## config.mk

```make
export PLATFORM = sky130hd
export DESIGN_NAME = reset_rx_detector_flat
export DESIGN_NICKNAME = d
export VERILOG_FILES = /design/src/rtl/reset_rx_detector_pkg.sv /design/src/rtl/reset_rx_detector_if.sv /design/src/rtl/reset_rx_detector_kcode_match.sv /design/src/rtl/reset_rx_detector.sv /design/src/flat_wrapper.sv
export SDC_FILE = /design/constraint.sdc
export NUM_CORES = 1
export LEC_CHECK = 0
export BUFFER_PORTS_ARGS = -buffer_cell sky130_fd_sc_hd__buf_4
export CAP_MARGIN = 0
export CORE_MARGIN = 1
export CORE_UTILIZATION = 54
export CTS_BUF_LIST = sky130_fd_sc_hd__clkbuf_2 sky130_fd_sc_hd__clkbuf_4 sky130_fd_sc_hd__clkbuf_8
export CTS_CLUSTER_SIZE = 28
export DETAILED_ROUTE_END_ITERATION = 8
export PLACE_DENSITY = 0.81
export SYNTH_ARGS = -nofsm -noshare
export SYNTH_HDL_FRONTEND = slang
export SYNTH_SLANG_ARGS = --single-unit
export TNS_END_PERCENT = 5
```

## constraint.sdc

```tcl
create_clock -name CLK -period 3.35 [get_ports CLK]
set_clock_uncertainty 0.05 [all_clocks]
set_input_delay 0 -clock CLK [delete_from_list [all_inputs] [get_ports CLK]]
set_output_delay 0 -clock CLK [all_outputs]
set_load 0.02 [all_outputs]
```

## src/rtl/reset_rx_detector_pkg.sv

```systemverilog
// Shared types and constants for the Hard/Cable Reset receive detector.
// K-codes, ordered-set patterns, register bit positions and FSM states.
package reset_pkg;

  localparam int GAP_TIMEOUT = 16;
  localparam int MATCH_MIN   = 3;
  localparam int GAP_W       = $clog2(GAP_TIMEOUT + 1);

  typedef logic [4:0] kcode_t;
  // Index 0 holds the oldest symbol of the window.
  typedef logic [3:0][4:0] win_t;

  localparam kcode_t K_RST1  = 5'b00111;
  localparam kcode_t K_RST2  = 5'b11001;
  localparam kcode_t K_SYNC1 = 5'b11000;
  localparam kcode_t K_SYNC3 = 5'b00110;

  localparam win_t HR_PAT = {K_RST2, K_RST1, K_RST1, K_RST1};
  localparam win_t CR_PAT = {K_SYNC3, K_RST1, K_SYNC1, K_RST1};

  localparam int RD_HR_BIT = 5;
  localparam int RD_CR_BIT = 6;
  localparam int AL_HR_BIT = 3;
  localparam int AL_CR_BIT = 2;

  localparam logic [15:0] ALERT_MASK = 16'h000C;

  localparam logic [2:0] FT_NONE = 3'b000;
  localparam logic [2:0] FT_HR   = 3'b101;
  localparam logic [2:0] FT_CR   = 3'b110;

  typedef enum logic {
    HUNT,
    LOCKOUT
  } state_e;

endpackage

```

## src/rtl/reset_rx_detector_if.sv

```systemverilog
// Symbol, register and report signals between PHY/register file
// and the reset receive detector.
interface reset_rx_detector_if;

  logic        symbol_valid;
  logic [4:0]  symbol;
  logic [7:0]  RECEIVE_DETECT;
  logic [15:0] ALERT_clear;
  logic [15:0] ALERT;
  logic [2:0]  rx_frame_type;
  logic        hard_reset_rx;
  logic        cable_reset_rx;
  logic        receive_detect_clear;

  modport master (
    output symbol_valid,
    output symbol,
    output RECEIVE_DETECT,
    output ALERT_clear,
    input  ALERT,
    input  rx_frame_type,
    input  hard_reset_rx,
    input  cable_reset_rx,
    input  receive_detect_clear
  );

  modport slave (
    input  symbol_valid,
    input  symbol,
    input  RECEIVE_DETECT,
    input  ALERT_clear,
    output ALERT,
    output rx_frame_type,
    output hard_reset_rx,
    output cable_reset_rx,
    output receive_detect_clear
  );

endinterface

```

## src/rtl/reset_rx_detector_kcode_match.sv

```systemverilog
// Counts how many of the four window positions equal the pattern.
// Purely combinational; thresholding is done by the caller.
module kcode_match
  import reset_pkg::*;
(
  input  win_t       win_i,
  input  win_t       pat_i,
  output logic [2:0] cnt_o
);

  always_comb begin
    cnt_o = '0;
    for (int i = 0; i < 4; i++) begin
      if (win_i[i] == pat_i[i]) begin
        cnt_o = cnt_o + 3'd1;
      end
    end
  end

endmodule

```

## src/rtl/reset_rx_detector.sv

```systemverilog
// Detects Hard/Cable Reset ordered sets in the received K-code stream
// and reports them through sticky ALERT bits and one-cycle pulses.
module reset_rx_detector
  import reset_pkg::*;
(
  input  logic CLK,
  input  logic reset,
  reset_rx_detector_if.slave bus
);

  state_e           state_q, state_d;
  win_t             win_q, win_d;
  logic [2:0]       fill_q, fill_d;
  logic [GAP_W-1:0] gap_q, gap_d;
  logic             eval_q, eval_d;
  logic [15:0]      alert_q, alert_d, alert_set;
  logic [2:0]       ft_q, ft_d;
  logic             hr_q, hr_d;
  logic             cr_q, cr_d;
  logic             rdc_q, rdc_d;

  logic [2:0] hr_cnt, cr_cnt;
  logic       hr_hit, cr_hit, idle;
  logic       unused_rd;

  kcode_match u_hr_match (
    .win_i (win_q),
    .pat_i (HR_PAT),
    .cnt_o (hr_cnt)
  );

  kcode_match u_cr_match (
    .win_i (win_q),
    .pat_i (CR_PAT),
    .cnt_o (cr_cnt)
  );

  assign hr_hit = hr_cnt >= 3'(MATCH_MIN);
  assign cr_hit = cr_cnt >= 3'(MATCH_MIN);
  assign idle   = gap_q == GAP_W'(GAP_TIMEOUT);

  assign unused_rd = ^{bus.RECEIVE_DETECT[7],
                       bus.RECEIVE_DETECT[4:0]};

  always_comb begin
    state_d   = state_q;
    win_d     = win_q;
    fill_d    = fill_q;
    gap_d     = gap_q;
    eval_d    = 1'b0;
    alert_set = '0;
    ft_d      = ft_q;
    hr_d      = 1'b0;
    cr_d      = 1'b0;
    rdc_d     = 1'b0;

    if (idle) begin
      fill_d  = '0;
      state_d = HUNT;
    end

    // Frame type follows its ALERT bit when software clears it.
    if ((ft_q == FT_HR && bus.ALERT_clear[AL_HR_BIT]) ||
        (ft_q == FT_CR && bus.ALERT_clear[AL_CR_BIT])) begin
      ft_d = FT_NONE;
    end

    // Window was loaded last edge; judge it against today's enables.
    if (state_q == HUNT && eval_q) begin
      unique case (1'b1)
        hr_hit && bus.RECEIVE_DETECT[RD_HR_BIT]: begin
          state_d              = LOCKOUT;
          alert_set[AL_HR_BIT] = 1'b1;
          ft_d                 = FT_HR;
          hr_d                 = 1'b1;
          rdc_d                = 1'b1;
        end
        cr_hit && bus.RECEIVE_DETECT[RD_CR_BIT]: begin
          state_d              = LOCKOUT;
          alert_set[AL_CR_BIT] = 1'b1;
          ft_d                 = FT_CR;
          cr_d                 = 1'b1;
        end
        default: ;
      endcase
    end

    if (bus.symbol_valid) begin
      win_d = {bus.symbol, win_q[3:1]};
      if (fill_d != 3'd4) begin
        fill_d = fill_d + 3'd1;
      end
      gap_d  = '0;
      eval_d = (state_q == HUNT) && (fill_d == 3'd4);
    end else if (!idle) begin
      gap_d = gap_q + GAP_W'(1);
    end

    alert_d = ((alert_q & ~bus.ALERT_clear) | alert_set)
              & ALERT_MASK;
  end

  always_ff @(posedge CLK or posedge reset) begin
    if (reset) begin
      state_q <= HUNT;
      win_q   <= '0;
      fill_q  <= '0;
      gap_q   <= '0;
      eval_q  <= 1'b0;
      alert_q <= '0;
      ft_q    <= FT_NONE;
      hr_q    <= 1'b0;
      cr_q    <= 1'b0;
      rdc_q   <= 1'b0;
    end else begin
      state_q <= state_d;
      win_q   <= win_d;
      fill_q  <= fill_d;
      gap_q   <= gap_d;
      eval_q  <= eval_d;
      alert_q <= alert_d;
      ft_q    <= ft_d;
      hr_q    <= hr_d;
      cr_q    <= cr_d;
      rdc_q   <= rdc_d;
    end
  end

  assign bus.ALERT                = alert_q;
  assign bus.rx_frame_type        = ft_q;
  assign bus.hard_reset_rx        = hr_q;
  assign bus.cable_reset_rx       = cr_q;
  assign bus.receive_detect_clear = rdc_q;

endmodule

```

## src/flat_wrapper.sv

```systemverilog
// flat-port wrapper written by rule: the top's interface ports become plain ports
module reset_rx_detector_flat import reset_pkg::*;
  (CLK, reset, bus_symbol_valid, bus_symbol, bus_RECEIVE_DETECT, bus_ALERT_clear, bus_ALERT, bus_rx_frame_type, bus_hard_reset_rx, bus_cable_reset_rx, bus_receive_detect_clear);
  reset_rx_detector_if bus_i ();
  input  logic CLK;
  input  logic reset;
  input wire logic [$bits(bus_i.symbol_valid)-1:0] bus_symbol_valid;
  input wire logic [$bits(bus_i.symbol)-1:0] bus_symbol;
  input wire logic [$bits(bus_i.RECEIVE_DETECT)-1:0] bus_RECEIVE_DETECT;
  input wire logic [$bits(bus_i.ALERT_clear)-1:0] bus_ALERT_clear;
  output wire logic [$bits(bus_i.ALERT)-1:0] bus_ALERT;
  output wire logic [$bits(bus_i.rx_frame_type)-1:0] bus_rx_frame_type;
  output wire logic [$bits(bus_i.hard_reset_rx)-1:0] bus_hard_reset_rx;
  output wire logic [$bits(bus_i.cable_reset_rx)-1:0] bus_cable_reset_rx;
  output wire logic [$bits(bus_i.receive_detect_clear)-1:0] bus_receive_detect_clear;
  assign bus_i.symbol_valid = bus_symbol_valid;
  assign bus_i.symbol = bus_symbol;
  assign bus_i.RECEIVE_DETECT = bus_RECEIVE_DETECT;
  assign bus_i.ALERT_clear = bus_ALERT_clear;
  assign bus_ALERT = bus_i.ALERT;
  assign bus_rx_frame_type = bus_i.rx_frame_type;
  assign bus_hard_reset_rx = bus_i.hard_reset_rx;
  assign bus_cable_reset_rx = bus_i.cable_reset_rx;
  assign bus_receive_detect_clear = bus_i.receive_detect_clear;
  reset_rx_detector u_core (.CLK(CLK), .reset(reset), .bus(bus_i));
endmodule
```

======== After elaboration in Yosys (flattened, before gate mapping) ========
Cells that the tools add are included.
word-level totals
  bits in registers ....................... 37
  latch bits .............................. 0
  RAM bits ................................ 0
  ROM bits ................................ 0
  output and inout port bits .............. 22
  logic and storage cells ................. 70
  memories ................................ 0
cells by class
  add/sub/neg operators ................... 7
  $mul .................................... 0
  divide/modulo/power cells ............... 0
  order comparisons ....................... 2
  equal/unequal tests ..................... 12
  shift-type cells ........................ 0
  muxes and demuxes ....................... 25
  bitwise logic cells ..................... 4
  reduce and logical (&&, ||, !) cells .... 8
operator list
  operator                                             number
  2-to-1 mux 3 bit                                     12
  == test 5 x 3 -> 1 bit, second input constant        4
  adder 3 x 1 -> 3 bit, second input constant          6
  == test 5 bit, second input constant                 3
  2-to-1 mux 5 bit                                     2
  == test 3 bit, second input constant                 3
  2-to-1 mux 1 bit                                     9
  >= comparator 3 x 2 -> 1 bit, second input constant  2
  logical AND 1 bit                                    6
  case mux 3 bit (2 select lines)                      1
  adder 5 x 1 -> 5 bit, second input constant          1
  AND 4 bit                                            1
  inverter 4 bit                                       1
  OR 4 bit                                             1
  inequality test 3 bit, second input constant         1
  2-to-1 mux 2 bit                                     1
  inequality test 2 bit, second input constant         1
  OR reduction 2 bit                                   1
  logical OR 1 bit                                     1
  inverter 1 bit                                       1

======== Longest topological paths before layout ========
  depth in word-level cells ............... 13
  depth in mapped cells ................... 13
  gate-level depth less buffers ........... 13

======== Modules after synthesis ========
From an unflattened synthesis, not the netlist that was laid out.
unflattened totals
  cell total of the unflattened synthesis .. 242
  area, all modules ....................... 2,504.9 sq um
by module, submodules not included
  module             times used  cells each  area each (sq um)  seq. area each (sq um)
  reset_rx_detector  1           138         1,711.6            925.9
  kcode_match        2           52          396.6              0.0

======== Worst setup path before layout ========
No wires, ideal clock.
  path type ............................... register to register
  start point ............................. register u_core.win_q[8] (netlist name)
  end point ............................... register u_core.ft_q[1], in the netlist u_core.bus.rx_frame_type[1]
  library setup time ...................... 0.120 ns
  arrival ................................. 2.634 ns
  required time ........................... 3.180 ns
  path slack .............................. 0.546 ns
  cell stages (with the launch flop) ...... 12
  buffers on the path ..................... 0
  path through ............................ dfrtp_1 -> nand2b_1 -> or3_1 -> inv_1 -> ha_1 -> or3_1 -> nand2_1 -> ha_1 -> nor2_1 -> a2111oi_2 -> a211oi_4 -> a31o_1
on the way
  longest elaborated chain between the ends .. 10
RTL lines
  element                                                         line                                              text
  start, declared                                                 reset_rx_detector.sv:12                           win_t win_q, win_d;
  start signal, assigned                                          reset_rx_detector.sv:117                          win_q <= win_d;
  == test 5 bit / == test 5 x 3 -> 1 bit (equally long branches)  reset_rx_detector_kcode_match.sv:14               if (win_i[i] == pat_i[i]) begin
  2-to-1 mux 3 bit                                                reset_rx_detector_kcode_match.sv:14
  adder 3 x 1 -> 3 bit                                            reset_rx_detector_kcode_match.sv:15               cnt_o = cnt_o + 3'd1;
  2-to-1 mux 3 bit                                                reset_rx_detector_kcode_match.sv:14
  adder 3 x 1 -> 3 bit                                            reset_rx_detector_kcode_match.sv:15
  2-to-1 mux 3 bit                                                reset_rx_detector_kcode_match.sv:14
  >= comparator 3 x 2 -> 1 bit (on tied branches)                 reset_rx_detector.sv:39, reset_rx_detector.sv:38
  logical AND 1 bit (on tied branches)                            reset_rx_detector.sv:78, reset_rx_detector.sv:71
  case mux 3 bit (2 select lines) (*)                             reset_rx_detector.sv:70                           unique case (1'b1)
  2-to-1 mux 3 bit (*)                                            reset_rx_detector.sv:69                           if (state_q == HUNT && eval_q) begin
  named net u_core.ft_d[1]                                        reset_rx_detector.sv:17                           logic [2:0] ft_q, ft_d;
  end signal, assigned                                            reset_rx_detector.sv:122                          ft_q <= ft_d;
  end, declared                                                   reset_rx_detector.sv:17
The timed path passes the listed nets; every way through them passes the cells marked *.
A chain may end at the register's enable or synchronous reset.

======== Worst setup path after layout ========
Ends and elaborated chain as after synthesis.

==> results.txt <==
* Detailed-route wire length: 3600 um
- Of the total synthesized cell area, the portion taken by AND, OR, NAND and NOR gates is 16.2%.
* Maximum number of pins on one net before global-route repair: 32
- Global-route total usage across every layer: 20.1%
- The analysis attributes to cell leakage a power of 0.00119 uW.
- After the flow finishes, the layout carries non-filler instances totaling 277.
* I/O pin count: 54
* DRC viols: 0
* VDD IR-drop max: 340 uV
- Synth Area in XOR/XNOR: 2.09%
* Largest stage delay on the critical path: 450 ps
* Largest cells by area after synthesis: sky130_fd_sc_hd__dfrtp_1 (44%), sky130_fd_sc_hd__mux2_2 (12%), sky130_fd_sc_hd__ha_1 (8.3%)
- Data arrival time at the worst-slack endpoint: 3150 ps
- Share of the clock period used by the worst path: 90.4%
* Power Total: 1170 uW
* Clock tree root buffer cell: sky130_fd_sc_hd__clkbuf_8
* Core box area: 0.00369 mm^2
- R2R Path End: u_core.bus.rx_frame_type[1]$_DFF_PP0_
- Clock-pin slew on the worst setup and hold paths: 70 ps
* Most common cell in the synthesized netlist: sky130_fd_sc_hd__dfrtp_1
- Number of standard cells after synthesis: 200
- Average cell area after synthesis: 10.5 um^2
- Among all stages on the critical path, the largest delay is contributed by sky130_fd_sc_hd__a2111oi_2.
* Horiz. Die Dim: 64.3 um
* Smallest hold slack: 74.3 ps
- Share of cell area taken by muxes after synthesis: 12.8%
- The top cell type by area accounts for 44.1% of the synthesized area.
- Once placement completed, the tool counted placed cells totaling 261.
- Maximum level of the CTS H-tree: 2
- The final hold violation count came to 0.
- Number of nets in the layout: 274
- The flow ran to the end, and the final reports show no timing, DRC or antenna violations.
- The number of antenna violations at the first check in global routing was 0.
* Reg-to-reg slack, setup: 320 ps
* Worst slew margin relative to its limit: 48.0%
* Total Negative Setup Slacks: 0 ps
- The synthesized design contains 37 register bits.
- Most common library cells after synthesis: sky130_fd_sc_hd__dfrtp_1 (37), sky130_fd_sc_hd__mux2_2 (22), sky130_fd_sc_hd__nand2_1 (18)
* Deepest clock path buffer count: 2
- RSZ-0062 raised after global routing: no
- The worst setup path is of the flop to flop kind.
* Post-DP HPWL: 2540 um
- In this run, synthesis inferred 0 flip-flops with an integrated enable.
- The startpoint identified for the worst register-to-register timing path is u_core.win_q[8]$_DFFE_PP0P_.
- The worst register-to-register path has a depth of 11.
- Grouping stages by cell kind, the critical path spends the most delay in simple AND/OR/NAND/NOR gates.
- Diodes inserted: 0
- Walking the worst path, the cells encountered are nand2b_1, or3_1, inv_1, ha_1, or3_1, nand2_1, ha_1, nor2_1, a2111oi_2, a211oi_4, a31o_1.
- The routed layout has 1444 vias.
- Die area: 0.00414 mm^2
* Maximum operating frequency: 330 MHz
- The initial utilization of the core area, before any placement, comes to 56.9%.
* Final slew viol count: 0
- After synthesis, the share of flip-flops with an asynchronous set or reset is 100%.
- For the pin with the worst max-slew slack, the measured transition is 779 ps.
- Sequential area share after synthesis: 44.1%
- Of the cells placed in the final design, the portion with a size suffix greater than 1 is 24.5%.
* Period minus WS final: 3030 ps
- Compound-cell area share of the yosys netlist: 7.51%
* Total power density per cell area: 487 mW/mm^2
* Later-pin clock latency in the skew report: 280 ps
- Post-synthesis instance area: 0.00210 mm^2
- Most instantiated flip-flop cell in the synthesis netlist: sky130_fd_sc_hd__dfrtp_1
- Startpoint Class: flop
- Min-delay src: bus_symbol_valid
- Cells on Worst Hold Path: 2
* End point of the worst hold path: u_core.gap_q[1]$_DFFE_PP0P_
- Clock buffer count from CTS: 5
- Fill cells in the final layout number 308.
- Overall overflow remaining after global route: 0
- Summing the areas of all fa, ha and maj instances in the mapped netlist gives 8.35% of the synthesized area.
- Largest area contributor in the synthesized netlist: sky130_fd_sc_hd__dfrtp_1
- Dominant combinational cell family by area after synthesis: simple AND/OR/NAND/NOR gates
* Type of element capturing the critical path: flop
* CTS tree: built
* Vias/cell: 5.21
- DRT antenna net count: 0
- Count of buffers from port buffering: 19
- Relative to the synthesized area, the layout overhead comes to 14.7%.
- The via count of the first global-routing pass was 1423.
* Yosys warnings: 0
- The min-delay analysis places its worst path in the category primary input to flop.
- Data on the critical path is required at its endpoint by 3470 ps.
* Final setup violation count: 0
* Die Y-Extent: 64.3 um
- Post-CTS resize count: 0
- Length of the first detailed-routing pass in iterations: 4
- Buffers & Inverters on Critical Path: 1
- 1st-iter DRT viols: 75
* Finished Core Util: 65.3%
- CTS saw 37 sinks.
- Across the run, the number of max-cap violations was 0.
- Maximum fanout along the worst path: 6
- Routed length per placed instance: 13.0 um
* Core Rows: 22
- Routability congestion estimate from global placement: 0.789
- First-pass GRT wire length: 6290 um
* Number of distinct library cells after synthesis: 43
-- where the power goes --
part / internal (uW) / total [uW] / switching (uW)
sequential: 512 / 568 / 55.9
clock: 186 / 337 / 151
combinational: 131 / 267 / 136
total: 829 / 1170 / 342
-- flip-flops by register name, summed over array words and instances, names as in the netlist --
register and count:
u_core.bus.ALERT 2, u_core.bus.cable_reset_rx 1, u_core.bus.hard_reset_rx 1, u_core.bus.rx_frame_type 3, u_core.eval_q 1, u_core.fill_q 3, u_core.gap_q 5, u_core.state_q 1
u_core.win_q 20
-- through the flow --
step | instance area [um^2] | worst slack (ps)
final | 2410 | 323
after global routing | 2410 | 130
after CTS | 2410 | 307
after detailed placement | 2230 | 325
after global placement | 2230 | 366
after floorplan | 2150 | 546
-- cells in the final DEF, fill, tap and decap left out, types with 2 or more instances in the layout --
master / count
sky130_fd_sc_hd__a21oi_1: 4
sky130_fd_sc_hd__buf_4: 20
sky130_fd_sc_hd__clkbuf_8: 7
sky130_fd_sc_hd__conb_1: 14
sky130_fd_sc_hd__dfrtp_1: 37
sky130_fd_sc_hd__dlygate4sd3_1: 8
sky130_fd_sc_hd__ha_1: 14
sky130_fd_sc_hd__inv_1: 13
sky130_fd_sc_hd__mux2_2: 22
sky130_fd_sc_hd__mux2i_1: 2
sky130_fd_sc_hd__nand2_1: 18
sky130_fd_sc_hd__nand3_1: 8
sky130_fd_sc_hd__nor2_1: 16
sky130_fd_sc_hd__nor2b_1: 3
sky130_fd_sc_hd__nor3_1: 4
sky130_fd_sc_hd__nor4_1: 2
sky130_fd_sc_hd__nor4bb_1: 2
sky130_fd_sc_hd__o21ai_0: 4
sky130_fd_sc_hd__o21ai_1: 2
sky130_fd_sc_hd__or3_1: 2
sky130_fd_sc_hd__xor2_1: 4
-- final cells by class --
type / instances / area (um^2) / share of cell area (%)
Clock inverter: 1 / 5.00 / 0.208
Inverter: 14 / 52.6 / 2.18
Multi-Input combinational cell: 142 / 1040 / 43.1
Timing Repair Buffer: 28 / 230 / 9.56
Clock buffer: 7 / 96.3 / 4.00
Tap cell: 48 / 60.1 / 2.49
Sequential cell: 37 / 926 / 38.5
-- what timing repair did --
action,CTS,global route
hold buffers,8,0
setup buffers,0,0
endpoints found under the hold margin,26,0
-- worst max-delay path by stage --
stage	endpoint	startpoint	slack, ps	depth (start not counted)
after floorplan	u_core.bus.rx_frame_type[1]$_DFF_PP0_	u_core.win_q[8]$_DFFE_PP0P_	550	11
after CTS	u_core.bus.rx_frame_type[1]$_DFF_PP0_	u_core.win_q[8]$_DFFE_PP0P_	310	11
after detailed placement	u_core.bus.rx_frame_type[1]$_DFF_PP0_	u_core.win_q[8]$_DFFE_PP0P_	320	11
after global routing	u_core.bus.rx_frame_type[1]$_DFF_PP0_	u_core.win_q[8]$_DFFE_PP0P_	130	11
final	u_core.bus.rx_frame_type[1]$_DFF_PP0_	u_core.win_q[8]$_DFFE_PP0P_	320	11
after global placement	u_core.bus.rx_frame_type[1]$_DFF_PP0_	u_core.win_q[8]$_DFFE_PP0P_	370	11
-- per-layer routing --
metal  global-route usage, %  up-vias  wire length [um]
met3                    4.46        3               141
met5                       0        -                 0
met4                    5.56        0                27
met2                    35.5       39              1850
li1                        -      705                 -
met1                    24.5      697              1580
-- logic make-up (layout without fill, tap and decap cells) --
| family | Yosys count | count (layout) |
|---|---|---|
| and+or+nand+nor | 65 | 65 |
| DFF | 37 | 37 |
| buffers and inverters | 34 | 50 |
| muxes | 24 | 24 |
| AOI/OAI and AO/OA | 20 | 20 |
| adders and majority gates | 14 | 14 |
| xor gates and xnor gates | 5 | 5 |
| other | 1 | 14 |
No activity file was read; power rests on OpenSTA's default activity.
